--- src/rtl/blit_pkg.sv ---
// Shared types and constants for the blitter write sequencer.
package blit_pkg;
  localparam int PHRASE_BITS = 64;
  localparam int REM_W       = 22;

  typedef enum logic [1:0] {IDLE, DATA, ZED, FIN} blit_state_e;

  localparam logic [1:0] DSEL_PATD = 2'b00;
  localparam logic [1:0] DSEL_LFU  = 2'b01;
  localparam logic [1:0] DSEL_ADDQ = 2'b10;
  localparam logic [1:0] DSEL_ZED  = 2'b11;

  // DSEL_ZED is reserved for the Z phase, so a request for it falls back to LFU
  function automatic logic [1:0] coerce_sel(input logic [1:0] s);
    return (s == DSEL_ZED) ? DSEL_LFU : s;
  endfunction

  function automatic logic [2:0] clamp_ps(input logic [2:0] p);
    return (p > 3'd5) ? 3'd5 : p;
  endfunction
endpackage

--- src/rtl/blit_write_seq_if.sv ---
// Command and phrase-write bus of the blitter write sequencer.
interface blit_write_seq_if;
  logic        start;
  logic [15:0] count;
  logic [2:0]  pixsize;
  logic [5:0]  x_offset;
  logic [1:0]  src_sel;
  logic        zwrite;
  logic        abort;
  logic        wr_ack;
  logic        wr_req;
  logic [1:0]  data_sel;
  logic        data_ena;
  logic [5:0]  dstart;
  logic [5:0]  dend;
  logic [15:0] phrase_idx;
  logic        busy;
  logic        done;

  // master: the sequencer itself; slave: the command source / memory side
  modport master (
    input  start, count, pixsize, x_offset, src_sel, zwrite, abort, wr_ack,
    output wr_req, data_sel, data_ena, dstart, dend, phrase_idx, busy, done
  );
  modport slave (
    output start, count, pixsize, x_offset, src_sel, zwrite, abort, wr_ack,
    input  wr_req, data_sel, data_ena, dstart, dend, phrase_idx, busy, done
  );
endinterface

--- src/rtl/blit_phrase_calc.sv ---
// Phrase mask and consumed-bit calculation for one 64-bit phrase.
module blit_phrase_calc
  import blit_pkg::*;
(
  input  logic [5:0]       offset,
  input  logic [REM_W-1:0] remaining,
  output logic [5:0]       dstart,
  output logic [5:0]       dend,
  output logic [REM_W-1:0] consumed
);
  logic [REM_W-1:0] avail;

  always_comb begin
    avail  = REM_W'(PHRASE_BITS) - REM_W'(offset);
    dstart = offset;
    if (remaining <= avail) begin
      // wraps to 0 when the span ends exactly on the phrase boundary
      dend     = offset + remaining[5:0];
      consumed = remaining;
    end else begin
      dend     = '0;
      consumed = avail;
    end
  end
endmodule

--- src/rtl/blit_write_seq.sv ---
// Blitter span write sequencer: splits a pixel span into masked phrase writes.
// Define BLIT_ZWRITE_EN to add a Z-buffer write phase after each data phrase.
module blit_write_seq
  import blit_pkg::*;
(
  input  logic             sys_clk,
  input  logic             reset,
  blit_write_seq_if.master bus
);
  blit_state_e      state;
  logic [REM_W-1:0] rem, cur_cons, nxt_rem, c_cons;
  logic [5:0]       nxt_off, c_dstart, c_dend;
  logic [1:0]       src_q;
  logic             z_next;

  logic        wr_req_q, data_ena_q, busy_q, done_q;
  logic [1:0]  data_sel_q;
  logic [5:0]  dstart_q, dend_q;
  logic [15:0] idx_q;

  // The calculator always looks at the phrase that would be loaded next,
  // so the registered mask is ready on the same edge as the state change.
  always_comb begin
    if (state == IDLE) begin
      nxt_rem = REM_W'(bus.count) << clamp_ps(bus.pixsize);
      nxt_off = bus.x_offset;
    end else begin
      nxt_rem = rem - cur_cons;
      nxt_off = '0;
    end
  end

  blit_phrase_calc u_calc (
    .offset   (nxt_off),
    .remaining(nxt_rem),
    .dstart   (c_dstart),
    .dend     (c_dend),
    .consumed (c_cons)
  );

`ifdef BLIT_ZWRITE_EN
  logic zw_q;
  assign z_next = (state == DATA) && zw_q;
`else
  logic unused_zw;
  assign unused_zw = bus.zwrite;
  assign z_next    = 1'b0;
`endif

  always_ff @(posedge sys_clk or posedge reset) begin
    if (reset) begin
      state      <= IDLE;
      rem        <= '0;
      cur_cons   <= '0;
      src_q      <= '0;
      wr_req_q   <= 1'b0;
      data_ena_q <= 1'b0;
      busy_q     <= 1'b0;
      done_q     <= 1'b0;
      data_sel_q <= '0;
      dstart_q   <= '0;
      dend_q     <= '0;
      idx_q      <= '0;
`ifdef BLIT_ZWRITE_EN
      zw_q       <= 1'b0;
`endif
    end else begin
      done_q <= 1'b0;
      if (state != IDLE && bus.abort) begin
        state      <= IDLE;
        wr_req_q   <= 1'b0;
        data_ena_q <= 1'b0;
        busy_q     <= 1'b0;
      end else begin
        case (state)
          IDLE: if (bus.start) begin
            rem    <= nxt_rem;
            src_q  <= coerce_sel(bus.src_sel);
            idx_q  <= '0;
            busy_q <= 1'b1;
`ifdef BLIT_ZWRITE_EN
            zw_q   <= bus.zwrite;
`endif
            if (bus.count != '0) begin
              state      <= DATA;
              wr_req_q   <= 1'b1;
              data_ena_q <= 1'b1;
              dstart_q   <= c_dstart;
              dend_q     <= c_dend;
              cur_cons   <= c_cons;
              data_sel_q <= coerce_sel(bus.src_sel);
            end else begin
              state  <= FIN;
              done_q <= 1'b1;
            end
          end
          DATA, ZED: if (bus.wr_ack) begin
            if (z_next) begin
              state      <= ZED;
              data_sel_q <= DSEL_ZED;
            end else begin
              rem   <= nxt_rem;
              idx_q <= idx_q + 16'd1;
              if (nxt_rem == '0) begin
                state      <= FIN;
                wr_req_q   <= 1'b0;
                data_ena_q <= 1'b0;
                done_q     <= 1'b1;
              end else begin
                state      <= DATA;
                dstart_q   <= c_dstart;
                dend_q     <= c_dend;
                cur_cons   <= c_cons;
                data_sel_q <= src_q;
              end
            end
          end
          FIN: begin
            state  <= IDLE;
            busy_q <= 1'b0;
          end
          default: state <= IDLE;
        endcase
      end
    end
  end

  assign bus.wr_req     = wr_req_q;
  assign bus.data_ena   = data_ena_q;
  assign bus.busy       = busy_q;
  assign bus.done       = done_q;
  assign bus.data_sel   = data_sel_q;
  assign bus.dstart     = dstart_q;
  assign bus.dend       = dend_q;
  assign bus.phrase_idx = idx_q;
endmodule

--- src/flat_wrapper.sv ---
// flat-port wrapper written by rule: the top's interface ports become plain ports
module blit_write_seq_flat import blit_pkg::*;
  (sys_clk, reset, bus_start, bus_count, bus_pixsize, bus_x_offset, bus_src_sel, bus_zwrite, bus_abort, bus_wr_ack, bus_wr_req, bus_data_sel, bus_data_ena, bus_dstart, bus_dend, bus_phrase_idx, bus_busy, bus_done);
  blit_write_seq_if bus_i ();
  input  logic sys_clk;
  input  logic reset;
  input wire logic [$bits(bus_i.start)-1:0] bus_start;
  input wire logic [$bits(bus_i.count)-1:0] bus_count;
  input wire logic [$bits(bus_i.pixsize)-1:0] bus_pixsize;
  input wire logic [$bits(bus_i.x_offset)-1:0] bus_x_offset;
  input wire logic [$bits(bus_i.src_sel)-1:0] bus_src_sel;
  input wire logic [$bits(bus_i.zwrite)-1:0] bus_zwrite;
  input wire logic [$bits(bus_i.abort)-1:0] bus_abort;
  input wire logic [$bits(bus_i.wr_ack)-1:0] bus_wr_ack;
  output wire logic [$bits(bus_i.wr_req)-1:0] bus_wr_req;
  output wire logic [$bits(bus_i.data_sel)-1:0] bus_data_sel;
  output wire logic [$bits(bus_i.data_ena)-1:0] bus_data_ena;
  output wire logic [$bits(bus_i.dstart)-1:0] bus_dstart;
  output wire logic [$bits(bus_i.dend)-1:0] bus_dend;
  output wire logic [$bits(bus_i.phrase_idx)-1:0] bus_phrase_idx;
  output wire logic [$bits(bus_i.busy)-1:0] bus_busy;
  output wire logic [$bits(bus_i.done)-1:0] bus_done;
  assign bus_i.start = bus_start;
  assign bus_i.count = bus_count;
  assign bus_i.pixsize = bus_pixsize;
  assign bus_i.x_offset = bus_x_offset;
  assign bus_i.src_sel = bus_src_sel;
  assign bus_i.zwrite = bus_zwrite;
  assign bus_i.abort = bus_abort;
  assign bus_i.wr_ack = bus_wr_ack;
  assign bus_wr_req = bus_i.wr_req;
  assign bus_data_sel = bus_i.data_sel;
  assign bus_data_ena = bus_i.data_ena;
  assign bus_dstart = bus_i.dstart;
  assign bus_dend = bus_i.dend;
  assign bus_phrase_idx = bus_i.phrase_idx;
  assign bus_busy = bus_i.busy;
  assign bus_done = bus_i.done;
  blit_write_seq u_core (.sys_clk(sys_clk), .reset(reset), .bus(bus_i));
endmodule
--- config.mk ---
export PLATFORM = sky130hd
export DESIGN_NAME = blit_write_seq_flat
export DESIGN_NICKNAME = d
export VERILOG_FILES = /design/src/rtl/blit_pkg.sv /design/src/rtl/blit_write_seq_if.sv /design/src/rtl/blit_phrase_calc.sv /design/src/rtl/blit_write_seq.sv /design/src/flat_wrapper.sv
export SDC_FILE = /design/constraint.sdc
export NUM_CORES = 1
export LEC_CHECK = 0
export CORE_MARGIN = 1.5
export CORE_UTILIZATION = 35
export CTS_CLUSTER_DIAMETER = 200
export DETAILED_ROUTE_END_ITERATION = 8
export SLEW_MARGIN = 40
export SYNTH_ARGS = -nofsm -noshare
export SYNTH_HDL_FRONTEND = slang
export SYNTH_SLANG_ARGS = --single-unit
--- constraint.sdc ---
create_clock -name sys_clk -period 4.05 [get_ports sys_clk]
set_input_delay 0.6075 -clock sys_clk [delete_from_list [all_inputs] [get_ports sys_clk]]
set_output_delay 0.6075 -clock sys_clk [all_outputs]
set_load 0.05 [all_outputs]
==> results.md, run 1 <==
- Nets@finish: 874
- Fill cells: 1696
- Synth top area share: 0.329
- Total iterations of the first detailed-routing run: 5
- Power per Cell Area: ~830 nW/um^2
- First-pass GRT wire length: 26.9 mm
- Drt total wl: 15.9 mm
- Core Region: 17200 um^2
- Largest cells by area after synthesis: dfrtp_1 33%, ha_1 7.7%, nand2_1 5.0%
- Largest net degree at the start of global routing: 40
- YS warnings: 0
- Max H-tree Level: 3
- Syn_nets: 779
- Hold depth: 2
- Placed inst area: approximately 7400 um^2
- Root Driver: clkbuf_16
- Sequential cell area: approximately 2000 um^2
- Sequential area share after synthesis: 0.329
- Least-Margin Pin Slew: 706 ps
- Max Freq: 261 MHz
- Clock transition at path regs: 60 ps
- Sequential share of power: 0.180
- Layout cells sized above 1: 0.145
- Antenna-violating nets left: 0
- Overall Global Routing Usage: 0.183
- Worst Path Buf+Inv: 3
- Pint: between 3 and 4 mW
- IO Port Bufs: 65
- Final Slew Violations: 0
- Number of synthesized register bits: 81
- Chip Width: 136 um
- P_sw: 2.99 mW
- Multi-input logic area: roughly 3800 um^2
- Synthesized instance count: 706
- Commonest non-fill, non-tap cell in the layout: nand2_1
- Final hold violation count: 0
- Cts hold-fix bufs: 0
- Leakage power: 3.46 nW
- Mapped cell area: 6160 um^2
- Synth area leader: dfrtp_1
- Vias: 5448
- Placer Congestion: between 0.8 and 0.9
- Final instance area: 7700 um^2
- DR WL met3: 699 um
- Maximum VDD drop: approximately 0.42 mV
- Crit. path cell count: 16
- Setup CP Type: in2reg
- Die height: 136 um
- Initial antenna violation count: 0
- Num CTS Buffers: 9
- Clock power frac: 0.132
- Endpoints failing setup: 0
- Total power: 6.40 mW
- Tmin final: between 3000 and 4000 ps
- Row count: 48
- Worst-Skew Late Latency: about 340 ps
- Metal2 WL: 7.52 mm
- WL/cell: 15.4 um
- Status: complete, no violations
- Async set-reset flop share out of synthesis: 1.00
- CP required: 4310 ps
- WL met1: between 7 and 8 mm
- Area delta synth->final: 25.0%
- Via density: 5.28
- CTS tree: done
- Worst Skew: 6.52 ps
- Max-cap violations: 0
- CP Max Fanout: 8
- Cell Chain, Critical Path: clkdlybuf4s50_1 -> a21oi_4 -> mux4_2 -> mux2i_1 -> nand2_1 -> o21ai_1 -> inv_1 -> ha_1 -> nand2_1 -> o21ai_0 -> o31ai_1 -> and2_1 -> nand4_1 -> buf_4 -> mux2_1 -> mux2i_1
- Mean Syn Cell Area: 8.72 um^2
- Switching Fraction: 0.466
- Total global routing overflow: 0
- Most frequent cells in the layout: 82 x nand2_1, 81 x dfrtp_1, 72 x nor2_1
- Ports: 67
- Synth cell types: ~70
- Critical Path End Type: flop
- Clock Tree Buf Depth: 2
- Critical-path top delay cell: mux4_2
- Worst endpoint data arrival time: 4090 ps
- Ant diodes: 0
- EDFF count, synth: 0
- Number of global-route vias before repair: around 5300
- # Post-CTS Setup Buffers: 0
- RSZ-0062 raised after global routing: false
- Clk sinks: 81
- Combinational Power Share: 0.688
- Relative slew slack: 0.517
- Startpoint class of the critical path: primary input
- Starting DRT DRC Count: 264
- Die area: 18400 um^2
- Top sig layer: met4
- Largest stage delay, worst path: 530 ps
- CP top delay family: multiplexers
- Fin util: 0.447
- Cells on worst reg2reg path: 14
- Hold WC Path Type: reg2reg
- Ys flop type: dfrtp_1
- HPWL after DPL: 12.2 mm
- Initial Util: 0.357
- Final worst-path cycle share: 0.945
- DRC Markers: 0
[worst register-to-register path, stage by stage (launching register included)]
cell,delay [ps]
dfrtp_1,390
inv_1,80
ha_1,280
nor2b_1,140
o2111ai_1,390
a211oi_2,210
or3_1,370
a31oi_1,270
o21ai_0,180
nor4b_2,300
buf_4,180
and4_4,220
a31oi_4,120
buf_12,190
mux2_4,300
[Yosys cell counts, drive strengths merged, types with 4 or more instances]
library cell and count:
a21oi 38, xnor2 13, nand3 22, mux2 26
nor3 10, o22ai 5, and4 5, nor2 73
xor2 18, nand4 9, and2 4, o211ai 8
mux2i 28, mux4 7, and3 7, nand2b 9
a31oi 6, inv 45, ha 38, nor2b 8
dfrtp 81, buf 15, o21bai 6, o21a 6
a211oi 7, clkbuf 18, o21ai 43, a21boi 4
nand2 82, or3 8, o31ai 5, nor4 5
a21o 9
[through the flow]
step / std cells / setup WS (ps) / TNS (ps) / hold slack (ps)
after floorplan: 706 / 154 / 0 / 450
after global placement: 1015 / -106 / -1150 / 464
after detailed placement: 1015 / -190 / -1830 / 468
after CTS: 1031 / 156 / 0 / 484
after global routing: 1031 / 6.45 / 0 / 509
final: 1031 / 223 / 0 / 479
[layer usage]
metal	vias up	global-route usage
met2	122	0.299
met4	0	0.0490
met1	2597	0.250
met3	17	0.0318
met5	-	0
li1	2712	-
[logic make-up (layout without fill, tap and decap cells)]
logic type	Yosys count	after routing	synth area share
simple gates	251	251	0.193
compound gates	163	163	0.176
flops	81	81	0.329
buf+inv	79	179	0.0522
mux	61	61	0.122
fa+ha+maj	40	40	0.0837
xor+xnor	31	31	0.0441
[area by class of cell]
cell class / instances / share of cell area
inverters: 46 / 0.0228
flip-flops and latches: 81 / 0.263
clock buffers: 10 / 0.0311
well taps: 225 / 0.0366
multi-input cells: 546 / 0.498
clock inverters: 6 / 0.00845
repair buffers: 117 / 0.140
[power by group through the flow]
stage	Sequential (mW)	Combinational, mW	Clock [mW]
finish	1.15	4.41	0.844
floorplan	1.31	2.88	0
detailed placement	1.17	4.38	0
global placement	1.16	4.36	0
CTS	1.15	4.40	0.865
global route	1.18	4.94	0.899
[sequential cells by signal, indices dropped and copies added, names as in the netlist]
| name | count |
|---|---|
| u_core.state | 2 |
| u_core.src_q | 2 |
| u_core.bus.done | 1 |
| u_core.bus.dstart | 6 |
| u_core.bus.busy | 1 |
| u_core.bus.data_sel | 2 |
| u_core.rem | 22 |
| u_core.cur_cons | 22 |
| u_core.bus.phrase_idx | 16 |
| u_core.bus.dend | 6 |
| u_core.bus.data_ena | 1 |
[worst paths after layout]
kind	startpoint	endpoint	slack [ps]
setup / recovery	bus_pixsize[1]	u_core.cur_cons[2]$_DFFE_PP0P_	220
hold / removal	u_core.rem[18]$_DFFE_PP0P_	u_core.rem[18]$_DFFE_PP0P_	480
setup reg to reg	u_core.cur_cons[1]$_DFFE_PP0P_	u_core.bus.dend[4]$_DFFE_PP0P_	330
hold reg to reg	u_core.rem[18]$_DFFE_PP0P_	u_core.rem[18]$_DFFE_PP0P_	480
max in group asynchronous	reset	u_core.cur_cons[4]$_DFFE_PP0P_	2640
min in group asynchronous	reset	u_core.bus.phrase_idx[14]$_DFFE_PP0P_	640
[what timing repair did]
item | 4_1_cts | 5_1_grt
pin swaps | 0 | 0
setup endpoints to repair | 1 | 34
gates resized for setup | 1 | 4
Power figures use the tool's default switching activity.
==> run 2: changes to the inputs <==
--- a/config.mk
+++ b/config.mk
@@ -6,9 +6,10 @@
 export NUM_CORES = 1
 export LEC_CHECK = 0
 export CORE_MARGIN = 1.5
-export CORE_UTILIZATION = 35
+export CORE_UTILIZATION = 50
 export CTS_CLUSTER_DIAMETER = 200
 export DETAILED_ROUTE_END_ITERATION = 8
+export PLACE_DENSITY = 0.75
 export SLEW_MARGIN = 40
 export SYNTH_ARGS = -nofsm -noshare
 export SYNTH_HDL_FRONTEND = slang
==> run 2 against run 1 <==
Against the previous run: register-to-register slack lost 30 ps; critical path type unchanged; total power shrank 1.5%; count of clock-buffer cells in the layout shrank 1; via count grew 1.3%; utilization grew 18 points.
==> results.md, run 2 (synthesis results as in run 1) <==
- Core Region: 12000 um^2 (-30%)
- Reg2reg start: u_core.cur_cons[0]$_DFFE_PP0P_
- CTS tree: done
- Critical Path End Type: flop
- Worst path most repeated cell: o21ai_0
- Maximum VDD drop: 0.586 mV (+39%)
- Vias: 5519 (+1.3%)
- Worst endpoint data arrival time: 4070 ps (-20 ps)
- Critical-path top delay cell: clkdlybuf4s50_1
- Hold WC Path Type: reg2reg
- Max H-tree Level: 3 (unchanged)
- DRC Markers: 0 (unchanged)
- Multi-input logic area: 3830 um^2 (about the same)
- Total iterations of the first detailed-routing run: 5 (unchanged)
- Clock power frac: 0.121 (-0.011)
- Final Slew Violations: 0 (unchanged)
- Root Driver: clkbuf_16
- Setup CP Type: in2reg
- HPWL after DPL: 12.0 mm (-1.8%)
- CP top delay family: compound AO/OA/AOI/OAI gates
- Ant diodes: 0 (unchanged)
- Placer Congestion: 0.911 (+2.8%)
- Hold slack: 487 ps (+7.47 ps)
- Die height: 114 um (-16%)
- Sequential share of power: 0.183 (+0.003)
- Largest stage delay, worst path: 440 ps (-90 ps)
- Row count: 40 (-17%)
- Commonest non-fill, non-tap cell in the layout: nand2_1
- Sequential cell area: 2030 um^2 (unchanged)
- Max-cap violations: 0 (unchanged)
- Endpoints failing setup: 0 (unchanged)
- Cells on worst reg2reg path: 13 (-1)
- Power per Cell Area: 845 nW/um^2 (+1.5%)
- Fill cells: 1026 (-40%)
- Max Freq: 262 MHz (+0.46%)
- Hold Startpoint: u_core.rem[13]$_DFFE_PP0P_
- IO Port Bufs: 65 (unchanged)
- Worst-Skew Late Latency: 350 ps (about the same)
- Tmin final: 3810 ps (-17.5 ps)
- Num CTS Buffers: 9 (unchanged)
- Least-Margin Pin Slew: 762 ps (+56.1 ps)
- CP required: 4310 ps (about the same)
- Clock Tree Buf Depth: 2 (unchanged)
- Final instance area: 7470 um^2 (-3.0%)
- Combinational Power Share: 0.695 (+0.007)
- Number of global-route vias before repair: 5356 (+1.9%)
- Relative slew slack: 0.489 (-0.0287)
- Largest net degree at the start of global routing: 51 (+28%)
- Final hold violation count: 0 (unchanged)
- Nets@finish: 861 (-1.5%)
- Placed inst area: 7160 um^2 (-2.9%)
- Most frequent cells in the layout: 82 x nand2_1, 81 x dfrtp_1, 72 x nor2_1
- Hold depth: 2 (unchanged)
- Fin cells: 940 (-8.8%)
- Clock transition at path regs: 60 ps (about the same)
- Initial Util: 0.513 (+0.155)
- Final worst-path cycle share: 0.941 (-0.00431)
- Pint: 3.25 mW (-4.9%)
- Leakage power: 3.37 nW (-2.7%)
- Clk sinks: 81 (unchanged)
- Die area: 13000 um^2 (-29%)
- R2R Setup Slk: 300 ps (-30 ps)
- Area delta synth->final: 21.3%
- Antenna-violating nets left: 0 (unchanged)
- Startpoint class of the critical path: primary input
- CP Max Fanout: 8 (unchanged)
- Chip Width: 114 um (-16%)
- Setup WS post-layout: 240 ps (+17.5 ps)
- RR Endpoint: u_core.bus.data_sel[0]$_DFFE_PP0P_
- Placement Setup Slack: -232 ps (-42.1 ps)
- First-pass GRT wire length: 26.3 mm (-2.2%)
- P_sw: 3.05 mW (+2.3%)
- Setup_tns: 0 ps (unchanged)
- Worst Path Buf+Inv: 2 (-1)
- Worst Skew: 7.47 ps (+0.954 ps)
- Layout cells sized above 1: 0.131 (-0.0140)
- Min-Delay Endpoint: u_core.rem[13]$_DFFE_PP0P_
- RSZ-0062 raised after global routing: false
- WL/cell: 17.1 um (+11%)
- Cell Chain, Critical Path: clkdlybuf4s50_1 -> a21oi_2 -> mux2_2 -> o2bb2ai_1 -> ha_1 -> nor2b_1 -> o21ai_0 -> nand2b_1 -> a21oi_1 -> o21ai_0 -> o31ai_2 -> and2_1 -> nand4_1 -> buf_4 -> mux2_1 -> mux2i_1
- Drt total wl: 16.0 mm (+0.75%)
- Via density: 5.87 (+11%)
- Initial antenna violation count: 0 (unchanged)
- Switching Fraction: 0.484 (+0.0180)
- Starting DRT DRC Count: 308 (+17%)
- Total global routing overflow: 0 (unchanged)
- Status: complete, no violations
- Cell Count Post-Placement: 924 (-9.0%)
- Overall Global Routing Usage: 0.255 (+0.0722)
- Ports: 67 (unchanged)
-- run 2: cell count changes in the layout (fill, tap and decap cells not counted), sizes merged --
cell / previous run / this run
buf: 52 / 39
clkbuf: 10 / 9
bufinv: 1 / 0
inv: 46 / 45
clkinvlp: 1 / 4
-- run 2: area by class of cell --
cell class | instances | area share
multi-input combinational | 546 | 0.513
sequential | 81 | 0.271
timing repair buffer | 104 | 0.130
clock buffer | 9 | 0.0302
tap | 147 | 0.0246
inverter | 46 | 0.0233
clock inverter | 7 | 0.00754
-- run 2: metal layers --
| layer | up-vias | global-route usage | routed length (um) |
|---|---|---|---|
| met5 | - | 0 | 0 |
| met4 | 0 | 0.0825 | 355 |
| met3 | 26 | 0.0399 | 590 |
| met2 | 130 | 0.438 | 7860 |
| met1 | 2675 | 0.332 | 7220 |
| li1 | 2688 | - | - |
-- run 2: power groups by stage --
| stage | clock network, mW | logic [mW] | registers (mW) |
|---|---|---|---|
| final | 0.765 | 4.38 | 1.16 |
| after global routing | 0.812 | 4.79 | 1.18 |
| after CTS | 0.777 | 4.30 | 1.16 |
| after detailed placement | 0 | 4.26 | 1.17 |
| after global placement | 0 | 4.16 | 1.15 |
| after floorplan | 0 | 2.88 | 1.31 |
-- run 2: worst max-delay path by stage --
stage	from	end	slack, ps	cells after the start
global route	bus_pixsize[2]	u_core.cur_cons[2]$_DFFE_PP0P_	6	16
floorplan	u_core.state[0]$_DFFE_PP0P_	u_core.cur_cons[0]$_DFFE_PP0P_	150	19
global placement	bus_pixsize[1]	u_core.cur_cons[2]$_DFFE_PP0P_	-110	16
finish	bus_pixsize[1]	u_core.cur_cons[2]$_DFFE_PP0P_	240	16
detailed placement	bus_pixsize[1]	u_core.cur_cons[2]$_DFFE_PP0P_	-230	16
CTS	bus_pixsize[1]	u_core.cur_cons[2]$_DFFE_PP0P_	120	16
-- run 2: per-stage QoR --
step | util | power (mW)
6_report | 0.622 | 6.31
5_1_grt | 0.622 | 6.78
4_1_cts | 0.620 | 6.23
3_5_place_dp | 0.596 | 5.43
3_3_place_gp | 0.596 | 5.32
2_1_floorplan | - | 4.19
-- run 2: worst reg2reg max path: stages, from the launching register on --
cell and delay [ps]:
dfrtp_1 410, ha_1 230, fa_1 410, nor2b_1 170, o31ai_1 140, a21oi_1 240
o21bai_1 150, a2111oi_0 350, o21bai_1 220, and4bb_1 310, and4_4 220, a31oi_4 250
buf_12 190, mux2_2 350
-- run 2: what timing repair did --
item / CTS / global route
setup buffers: 0 / 0
hold buffers: 0 / 0
resized for setup: 0 / 4
setup endpoints to repair: 0 / 18
endpoints found under the hold margin: 0 / 0
==> run 3: changes to the inputs <==
--- a/config.mk
+++ b/config.mk
@@ -7,6 +7,7 @@
 export LEC_CHECK = 0
 export CORE_MARGIN = 1.5
 export CORE_UTILIZATION = 50
+export CTS_BUF_LIST = sky130_fd_sc_hd__clkbuf_8
 export CTS_CLUSTER_DIAMETER = 200
 export DETAILED_ROUTE_END_ITERATION = 8
 export PLACE_DENSITY = 0.75
==> run 3 against run 2 <==
Against the previous run: total power fell by 3.6%; clock skew grew 5.6 ps; combinational power is essentially flat; final cell count stayed put; worst hold slack better by 5.3 ps; die area stayed put.
==> results.md, run 3 (synthesis results as in run 1) <==
- Largest net degree at the start of global routing: 51 (unchanged)
- Leakage power: 3.32 nW (-1.4%)
- Total global routing overflow: 0 (unchanged)
- Setup CP Type: in2reg
- Placement Setup Slack: -232 ps (unchanged)
- Critical-path top delay cell: mux4_2
- Final worst-path cycle share: 0.945 (+0.00389)
- IO Port Bufs: 65 (unchanged)
- Num CTS Buffers: 9 (unchanged)
- Critical Path End Type: flop
- Max-cap violations: 0 (unchanged)
- Vias: 5515 (-0.072%)
- Power per Cell Area: 825 nW/um^2 (-2.4%)
- Nets@finish: 861 (unchanged)
- Hold slack: 492 ps (+5.33 ps)
- Pint: 3.05 mW (-6.1%)
- Combinational Power Share: 0.721 (+0.026)
- CP required: 4340 ps (+30 ps)
- CP Max Fanout: 8 (unchanged)
- Total power: 6.08 mW (-3.6%)
- CP top delay family: multiplexers
- Reg2reg start: u_core.cur_cons[2]$_DFFE_PP0P_
- Worst Skew: 13.0 ps (+5.56 ps)
- # Post-CTS Setup Buffers: 0 (unchanged)
- Sequential share of power: 0.190 (+0.007)
- Worst-Skew Late Latency: 370 ps (+20 ps)
- Layout cells sized above 1: 0.132 (+0.00126)
- Hold WC Path Type: reg2reg
- Initial Util: 0.513 (unchanged)
- Die area: 13000 um^2 (unchanged)
- Largest stage delay, worst path: 550 ps (+110 ps)
- Area delta synth->final: 19.7%
- Multi-input logic area: 3830 um^2 (about the same)
- CTS tree: done
- Clock Tree Buf Depth: 2 (unchanged)
- RSZ-0062 raised after global routing: true
- Max H-tree Level: 3 (unchanged)
- Chip Width: 114 um (unchanged)
- DRC Markers: 0 (unchanged)
- Placer Congestion: 0.911 (unchanged)
- Number of global-route vias before repair: 5378 (+0.41%)
- Worst endpoint data arrival time: 4110 ps (+40 ps)
- Placed inst area: 7160 um^2 (unchanged)
- Hold Startpoint: u_core.rem[13]$_DFFE_PP0P_
- Core Region: 12000 um^2 (unchanged)
- Least-Margin Pin Slew: 725 ps (-36.9 ps)
- Worst path most repeated cell: nand2_1
- Cts hold-fix bufs: 0 (unchanged)
- Ant diodes: 0 (unchanged)
- Total iterations of the first detailed-routing run: 5 (unchanged)
- HPWL after DPL: 12.0 mm (unchanged)
- Startpoint class of the critical path: primary input
- Antenna-violating nets left: 0 (unchanged)
- Final Slew Violations: 0 (unchanged)
- Final instance area: 7370 um^2 (-1.3%)
- Most frequent cells in the layout: 82 x nand2_1, 81 x dfrtp_1, 72 x nor2_1
- Overall Global Routing Usage: 0.256 (about the same)
- Switching Fraction: 0.497 (+0.0130)
- Root Driver: clkbuf_8
- Worst Path Buf+Inv: 3 (+1)
- Final hold violation count: 0 (unchanged)
- Clock power frac: 0.090 (-0.031)
- Cell Chain, Critical Path: clkdlybuf4s50_1 -> a21oi_2 -> mux4_2 -> mux2i_2 -> nand2_1 -> o21ai_1 -> inv_1 -> ha_1 -> nand2_1 -> o21ai_0 -> o31ai_2 -> and2_1 -> nand4_1 -> buf_4 -> mux2_1 -> mux2i_1
- Setup crit start: bus_pixsize[1]
- Sequential cell area: 2030 um^2 (unchanged)
- Fill cells: 1046 (+1.9%)
- Commonest non-fill, non-tap cell in the layout: nand2_1
- Initial antenna violation count: 0 (unchanged)
- Tmin final: 3830 ps (+15.7 ps)
- Clock transition at path regs: 90 ps (+30 ps)
- Starting DRT DRC Count: 323 (+4.9%)
- Clk sinks: 81 (unchanged)
- WL/cell: 16.9 um (-0.67%)
- Max Freq: 261 MHz (-0.41%)
- P_sw: 3.02 mW (-1.0%)
- Via density: 5.87 (about the same)
- Drt total wl: 15.9 mm (-0.67%)
- Endpoints failing setup: 0 (unchanged)
- Ports: 67 (unchanged)
- Row count: 40 (unchanged)
- Relative slew slack: 0.514 (+0.0248)
- Die height: 114 um (unchanged)
- Status: complete, no violations
- Maximum VDD drop: 0.557 mV (-5.0%)
- First-pass GRT wire length: 26.3 mm (-0.10%)
- Setup WS post-layout: 224 ps (-15.7 ps)
==> run 3: worst register-to-register path, delay by kind of cell (launching register included) <==
family	cells	cell delay, ps
compound gates	4	930
simple gates	5	720
flops	1	340
mux	2	510
fa+ha+maj	2	650
buf+inv	3	360
xor+xnor	1	190
==> run 3: power by group through the flow <==
stage	logic [mW]	registers [mW]	clock network, mW
2_1_floorplan	2.88	1.31	0
3_3_place_gp	4.16	1.15	0
3_5_place_dp	4.26	1.17	0
4_1_cts	4.30	1.16	0.563
5_1_grt	4.79	1.18	0.591
6_report	4.38	1.15	0.545
==> run 3: worst paths after layout <==
check | endpoint | slack (ps) | cells past startpoint
min in group asynchronous | u_core.bus.phrase_idx[15]$_DFFE_PP0P_ | 640 | 3
min reg2reg | u_core.rem[13]$_DFFE_PP0P_ | 490 | 2
min | u_core.rem[13]$_DFFE_PP0P_ | 490 | 2
max | u_core.cur_cons[2]$_DFFE_PP0P_ | 220 | 16
max reg2reg | u_core.cur_cons[2]$_DFFE_PP0P_ | 280 | 17
max in group asynchronous | u_core.rem[0]$_DFFE_PP0P_ | 2890 | 3
==> run 3: area by class of cell <==
type | count | share of cell area
Multi-Input combinational cell | 546 | 0.520
Clock buffer | 9 | 0.0168
Sequential cell | 81 | 0.275
Timing Repair Buffer | 104 | 0.131
Tap cell | 147 | 0.0250
Clock inverter | 7 | 0.00764
Inverter | 46 | 0.0236
==> run 3: stage by stage <==
stage / cells / util / setup TNS [ps]
after global placement: 924 / 0.596 / -708
after detailed placement: 924 / 0.596 / -1580
after floorplan: 706 / - / 0
final: 940 / 0.613 / 0
after CTS: 940 / 0.611 / 0
after global routing: 940 / 0.613 / -1.77
==> run 3: routing by layer <==
layer / track usage / up-vias / part of all wire
met5: 0 / - / 0
met4: 0.0992 / 0 / 0.028
met3: 0.0457 / 31 / 0.042
met2: 0.430 / 140 / 0.49
met1: 0.329 / 2659 / 0.44
li1: - / 2685 / -
==> run 3: repair_timing <==
item / in CTS / in global routing
hold endpoints to repair: 0 / 0
endpoints found under the setup margin: 0 / 18
gates resized for setup: 0 / 5
